--- config.mk ---
export PLATFORM = sky130hd
export DESIGN_NAME = audio_dac_sequencer
export DESIGN_NICKNAME = d
export VERILOG_FILES = /design/src/rtl/audio_dac_sequencer.sv
export SDC_FILE = /design/constraint.sdc
export NUM_CORES = 1
export LEC_CHECK = 0
export CAP_MARGIN = 20
export CORE_MARGIN = 5
export CORE_UTILIZATION = 30
export DETAILED_ROUTE_END_ITERATION = 12
export PLACE_DENSITY = 0.5
export SYNTH_ARGS = -nofsm -noshare
export SYNTH_HDL_FRONTEND = slang
export SYNTH_SLANG_ARGS = --single-unit
--- constraint.sdc ---
create_clock -name clk -period 4.9 [get_ports clk]
set_input_delay 1.47 -clock clk [delete_from_list [all_inputs] [get_ports clk]]
set_output_delay 1.47 -clock clk [all_outputs]
set_load 0.005 [all_outputs]
--- src/rtl/audio_dac_sequencer.sv ---
// Stereo sample sequencer in front of sigma_delta_codec: sample FIFO, output-rate
// tick, soft-mute gain ramp FSM and registered gain scaling of the held sample.
module audio_dac_sequencer #(
  parameter int FIFO_DEPTH = 8,
  parameter int GAIN_MAX   = 16,
  parameter int GAIN_SHIFT = 4
) (
  input  logic                          clk,
  input  logic                          rst_n,
  input  logic                          s_valid,
  output logic                          s_ready,
  input  logic [15:0]                   s_left,
  input  logic [15:0]                   s_right,
  input  logic [11:0]                   rate_div,
  input  logic                          mute_req,
  output logic [15:0]                   audio_l,
  output logic [15:0]                   audio_r,
  output logic [$clog2(FIFO_DEPTH):0]   fifo_level,
  output logic                          underrun,
  output logic [7:0]                    underrun_cnt,
  output logic [1:0]                    state
);

  localparam int AW = $clog2(FIFO_DEPTH);
  localparam int LW = AW + 1;
  localparam int GW = GAIN_SHIFT + 1;
  localparam int PW = 16 + GW;

  typedef enum logic [1:0] {
    ST_IDLE      = 2'd0,
    ST_RAMP_UP   = 2'd1,
    ST_PLAY      = 2'd2,
    ST_RAMP_DOWN = 2'd3
  } state_t;

  state_t          state_reg, state_next;
  logic [GW-1:0]   gain_reg, gain_next;
  logic [11:0]     cnt_reg;
  logic [AW-1:0]   wr_ptr_reg, rd_ptr_reg;
  logic [LW-1:0]   level_reg, level_next;
  logic            underrun_reg;
  logic [7:0]      underrun_cnt_reg;
  logic [31:0]     mem [FIFO_DEPTH];
  logic [31:0]     rd_word;

  logic tick;
  logic active;
  logic fifo_empty;
  logic fifo_full;
  logic push;
  logic pop;
  logic starve;

  assign tick       = (cnt_reg == 12'd0);
  assign active     = (state_reg != ST_IDLE);
  assign fifo_empty = (level_reg == '0);
  assign fifo_full  = (level_reg == LW'(FIFO_DEPTH));
  assign push       = s_valid && !fifo_full;
  // Pop/underrun decisions use the pre-edge FIFO state, so a same-cycle push never bypasses.
  assign pop        = tick && active && !fifo_empty;
  assign starve     = tick && active && fifo_empty;

  assign s_ready      = !fifo_full;
  assign fifo_level   = level_reg;
  assign underrun     = underrun_reg;
  assign underrun_cnt = underrun_cnt_reg;
  assign state        = state_reg;

  // Sample-rate divider: rate_div is sampled only on reload.
  always_ff @(posedge clk or negedge rst_n) begin
    if (!rst_n) begin
      cnt_reg <= '0;
    end else if (tick) begin
      cnt_reg <= rate_div;
    end else begin
      cnt_reg <= cnt_reg - 12'd1;
    end
  end

  always_ff @(posedge clk) begin
    if (push) begin
      mem[wr_ptr_reg] <= {s_left, s_right};
    end
  end

  assign rd_word = mem[rd_ptr_reg];

  always_comb begin
    level_next = level_reg;
    if (push && !pop) begin
      level_next = level_reg + LW'(1);
    end else if (pop && !push) begin
      level_next = level_reg - LW'(1);
    end
  end

  always_ff @(posedge clk or negedge rst_n) begin
    if (!rst_n) begin
      wr_ptr_reg <= '0;
      rd_ptr_reg <= '0;
      level_reg  <= '0;
    end else begin
      if (push) begin
        wr_ptr_reg <= wr_ptr_reg + AW'(1);
      end
      if (pop) begin
        rd_ptr_reg <= rd_ptr_reg + AW'(1);
      end
      level_reg <= level_next;
    end
  end

  always_ff @(posedge clk or negedge rst_n) begin
    if (!rst_n) begin
      underrun_reg     <= 1'b0;
      underrun_cnt_reg <= '0;
    end else begin
      underrun_reg <= starve;
      if (starve && (underrun_cnt_reg != 8'hFF)) begin
        underrun_cnt_reg <= underrun_cnt_reg + 8'd1;
      end
    end
  end

  always_ff @(posedge clk or negedge rst_n) begin
    if (!rst_n) begin
      state_reg <= ST_IDLE;
      gain_reg  <= '0;
    end else begin
      state_reg <= state_next;
      gain_reg  <= gain_next;
    end
  end

  // Mute has priority over a same-cycle ramp step so the down-ramp starts from the current gain.
  always_comb begin
    state_next = state_reg;
    gain_next  = gain_reg;
    case (state_reg)
      ST_IDLE: begin
        gain_next = '0;
        if (!mute_req && (level_reg >= LW'(FIFO_DEPTH / 2))) begin
          state_next = ST_RAMP_UP;
        end
      end
      ST_RAMP_UP: begin
        if (mute_req) begin
          state_next = ST_RAMP_DOWN;
        end else if (tick) begin
          gain_next = gain_reg + GW'(1);
          if (gain_reg == GW'(GAIN_MAX - 1)) begin
            state_next = ST_PLAY;
          end
        end
      end
      ST_PLAY: begin
        if (mute_req) begin
          state_next = ST_RAMP_DOWN;
        end
      end
      ST_RAMP_DOWN: begin
        if (gain_reg == '0) begin
          state_next = ST_IDLE;
        end else if (tick) begin
          gain_next = gain_reg - GW'(1);
          if (gain_reg == GW'(1)) begin
            state_next = ST_IDLE;
          end
        end
      end
      default: begin
        state_next = ST_IDLE;
        gain_next  = '0;
      end
    endcase
  end

  // Channel 1 is the left (upper) half of a FIFO word, channel 0 the right.
  genvar gi;
  generate
    for (gi = 0; gi < 2; gi++) begin : g_chan
      logic signed [15:0]   hold_reg;
      logic signed [PW-1:0] hold_ext;
      logic signed [PW-1:0] gain_ext;
      logic signed [PW-1:0] product;
      logic [15:0]          audio_reg;

      assign hold_ext = {{(PW - 16){hold_reg[15]}}, hold_reg};
      assign gain_ext = {{(PW - GW){1'b0}}, gain_reg};
      assign product  = hold_ext * gain_ext;

      always_ff @(posedge clk or negedge rst_n) begin
        if (!rst_n) begin
          hold_reg  <= '0;
          audio_reg <= '0;
        end else begin
          if (pop) begin
            hold_reg <= rd_word[16*gi +: 16];
          end
          audio_reg <= 16'(product >>> GAIN_SHIFT);
        end
      end
    end
  endgenerate

  assign audio_l = g_chan[1].audio_reg;
  assign audio_r = g_chan[0].audio_reg;

endmodule

==> flow_summary.yaml <==
clock_tree:
  cts_setup_buffers: 0
  cts_sinks: 358
  cts_tree: "yes"
  path_clk_slew_ps: 70
  ctsHtreeMaxLevel: 2
  cts-root-to-sink-buffers: 3
  cts_root_buf: "clkbuf_16"
  ctsHoldBuffers: 0
  clkLatencyLatePin_ps: 560
  cts_made_buffers: 41
  cts.repair.resized: 0
timing:
  setup_tns_ps: 0
  fin_crit_ps: 4610
  finalSetupViolCount: 0
  worstMarginPinSlew_ps: 1030
  drv_slew: 0
  rsz0062_at_grt: "no"
  fin_hold_ws_ps: 487
  slew_headroom_pct: 31.2
  skew_ps: 19.9
  setup_ws_ps: 295
  fin_crit_sh_pct: 94.0
  finalHoldViolations: 0
  fmax_mhz: 217
setup_path:
  worstSetupStartpointType: "register"
  rrSetupSlack_ps: 290
  r2r-start: "gain_reg[1]$_DFFE_PN0P_"
  crit_start: "gain_reg[1]$_DFFE_PN0P_"
  critPathKind: "reg -> reg"
  reg2reg_depth: 14
  required_ps: 5330
  cp.arrival_ps: 5030
  crit_path_end_kind: "register"
  path_max_fanout: 16
  rr_endpoint: "audio_l[15]$_DFF_PN0_"
routing:
  antenna_left: 0
  routed_wl_mm: 39.7
  vias: 10600
  vias_per_cell: 4.47
  drt_iter0_drc: 571
  drt-pass1-iter-count: 4
  drc_errors: 0
  wl_per_cell_um: 16.7
finish:
  final_common_cell: "edfxtp_1"
  largest_reg_flops: 256
  nNetsFinal: 1729
  most-common-layout-cells: "edfxtp_1 (256), inv_1 (169), and2_1 (140)"
  fillCellCount: 6078
  layout-drive-gt1-share_pct: 11.3
  area_delta_synth_final_pct: 17.5
floorplanning:
  fp.dieArea_um2: 68700
  fp-row-count: 92
  die_y_um: 262
  ios: 96
  initial_utilization_pct: 30.3
  die_x_um: 262
  fp.coreArea_um2: 63000
synth:
  netlist_area_um2: 19100
  synth_area_per_cell_um2: 13.7
  synth-xor-area-share_pct: 2.66
  synthArstFlopShare_pct: 28.5
  synth_adder_area_share_pct: 15.2
  yosysUniqueCellTypes: 63
  yosys_warnings: 0
  synth_top_family_by_area: "adder cells"
  syn_inst: 1393
  ys_seq_elements: 358
  yosysSeqAreaShare_pct: 53.7
  synth_simple_gate_area_share_pct: 9.48
  synth_mux_area_share_pct: 9.76
  synth_compound_area_share_pct: 4.72
  syn_nets: 1617
  ys.flop_type: "edfxtp_1"
  synth-edff-count: 256
pwr:
  p_per_area_nw_per_um2: 355
  power_mw: 7.95
  p_leak_nw: 8.76
  ir_drop_uv: 227
worst_hold_path:
  min_to: "cnt_reg[11]$_DFF_PN0_"
  hp-class: "reg -> reg"
  hold_start: "cnt_reg[11]$_DFF_PN0_"
  hold_depth: 1
global_routing:
  grt_pass1_wl_mm: 64.2
  grt.total_usage_pct: 11.8
  grt_pass1_vias: 11400
  grt_max_degree: 68
  grt_remaining_overflow: 0
  antenna_found_initial: 7
placement:
  gp_congestion: 0.752
  dp_hpwl_mm: 26.2
  dpl_worst_slack_ps: 285
  port_buffers: 95
status:
  status: "completed"
flow_run:
  cap_violations: 0
-- worst max-delay path, cell delays in order, from the launching register on --
cell and delay [ps]:
dfrtp_1 600, and2_1 220, fa_1 430, fa_1 500
inv_1 60, fa_1 530, inv_1 40, ha_1 330
a211oi_1 390, o31ai_1 150, or4_1 400, o21ai_1 280
o22ai_1 180, nor4_1 260, a311oi_1 90
-- synth_stat cells (all sizes together), types with 2 or more instances --
cell type	instances	area share, %
ha	83	5.4
a41oi	3	0.14
nand4	7	0.39
mux2	7	0.41
and3	5	0.16
xor2	16	0.73
o22ai	4	0.13
a311oi	2	0.092
a31oi	3	0.098
o31ai	3	0.12
nor2b	4	0.13
nor3	11	0.37
a32oi	2	0.092
and4	3	0.14
nor4b	2	0.092
a21o	9	0.35
fa	93	9.8
clkbuf	36	0.71
nor4	3	0.18
nand3	9	0.24
o21ai	33	0.87
a2111oi	2	0.092
nand2	52	1.0
dfrtp	102	13
or4	3	0.14
edfxtp	256	40
nor3b	3	0.14
buf	15	0.42
nor2	75	1.5
inv	169	3.3
a211oi	4	0.16
o2111ai	2	0.092
nand2b	10	0.33
and2	140	4.6
xnor2	42	1.9
mux4	64	7.6
o21a	7	0.28
o21bai	3	0.12
mux2i	34	1.8
a21oi	60	1.6
-- power by group --
part / internal (mW) / total, mW / switching, mW / leakage, nW
Sequential: 3.67 / 3.88 / 0.204 / 3.69
Combinational: 0.423 / 1.08 / 0.653 / 4.44
Clock: 1.79 / 2.99 / 1.21 / 0.631
Total: 5.88 / 7.95 / 2.07 / 8.76
-- cells by family (layout without fill, tap and decap cells) --
kind of cell / after synthesis / in the layout
xor gates and xnor gates: 58 / 58
buffers and inverters: 220 / 359
and+or+nand+nor: 329 / 329
adders and majority gates: 176 / 176
muxes: 105 / 105
DFF: 358 / 358
other: 0 / 3
AOI/OAI and AO/OA: 147 / 147
-- worst max-delay path by stage --
stage                                  endpoint  slack [ps]  cells past startpoint
after floorplan             mem[0][0]$_DFFE_PP_         310                      4
after global placement    audio_l[15]$_DFF_PN0_         360                     14
after detailed placement  audio_l[15]$_DFF_PN0_         280                     14
after CTS                 audio_l[15]$_DFF_PN0_         290                     14
after global routing      audio_l[15]$_DFF_PN0_          20                     14
final                     audio_l[15]$_DFF_PN0_         290                     14
-- layout make-up --
cell class | instances | area [µm²] | area share, %
clock inverters | 14 | 188 | 0.838
clock buffers | 56 | 1100 | 4.92
flip-flops and latches | 358 | 10200 | 45.8
diodes | 3 | 7.51 | 0.0335
well taps | 846 | 1060 | 4.73
inverters | 169 | 634 | 2.83
repair buffers | 120 | 1150 | 5.13
multi-input cells | 815 | 8010 | 35.8
-- layer usage --
metal,vias up,global-route usage (%),wire length (µm)
met5,-,0,67
met4,8,3.28,967
met3,69,2.64,1700
met2,120,19.1,18300
met1,5347,16.1,18600
li1,5104,-,-
-- through the flow --
stage	cells	utilization, %	instance area [µm²]
after floorplan	1393	-	19100
after global placement	2308	33.5	21100
after detailed placement	2308	33.5	21100
after CTS	2378	35.6	22400
after global routing	2379	35.6	22400
final	2381	35.6	22400
Power figures use the tool's default switching activity.
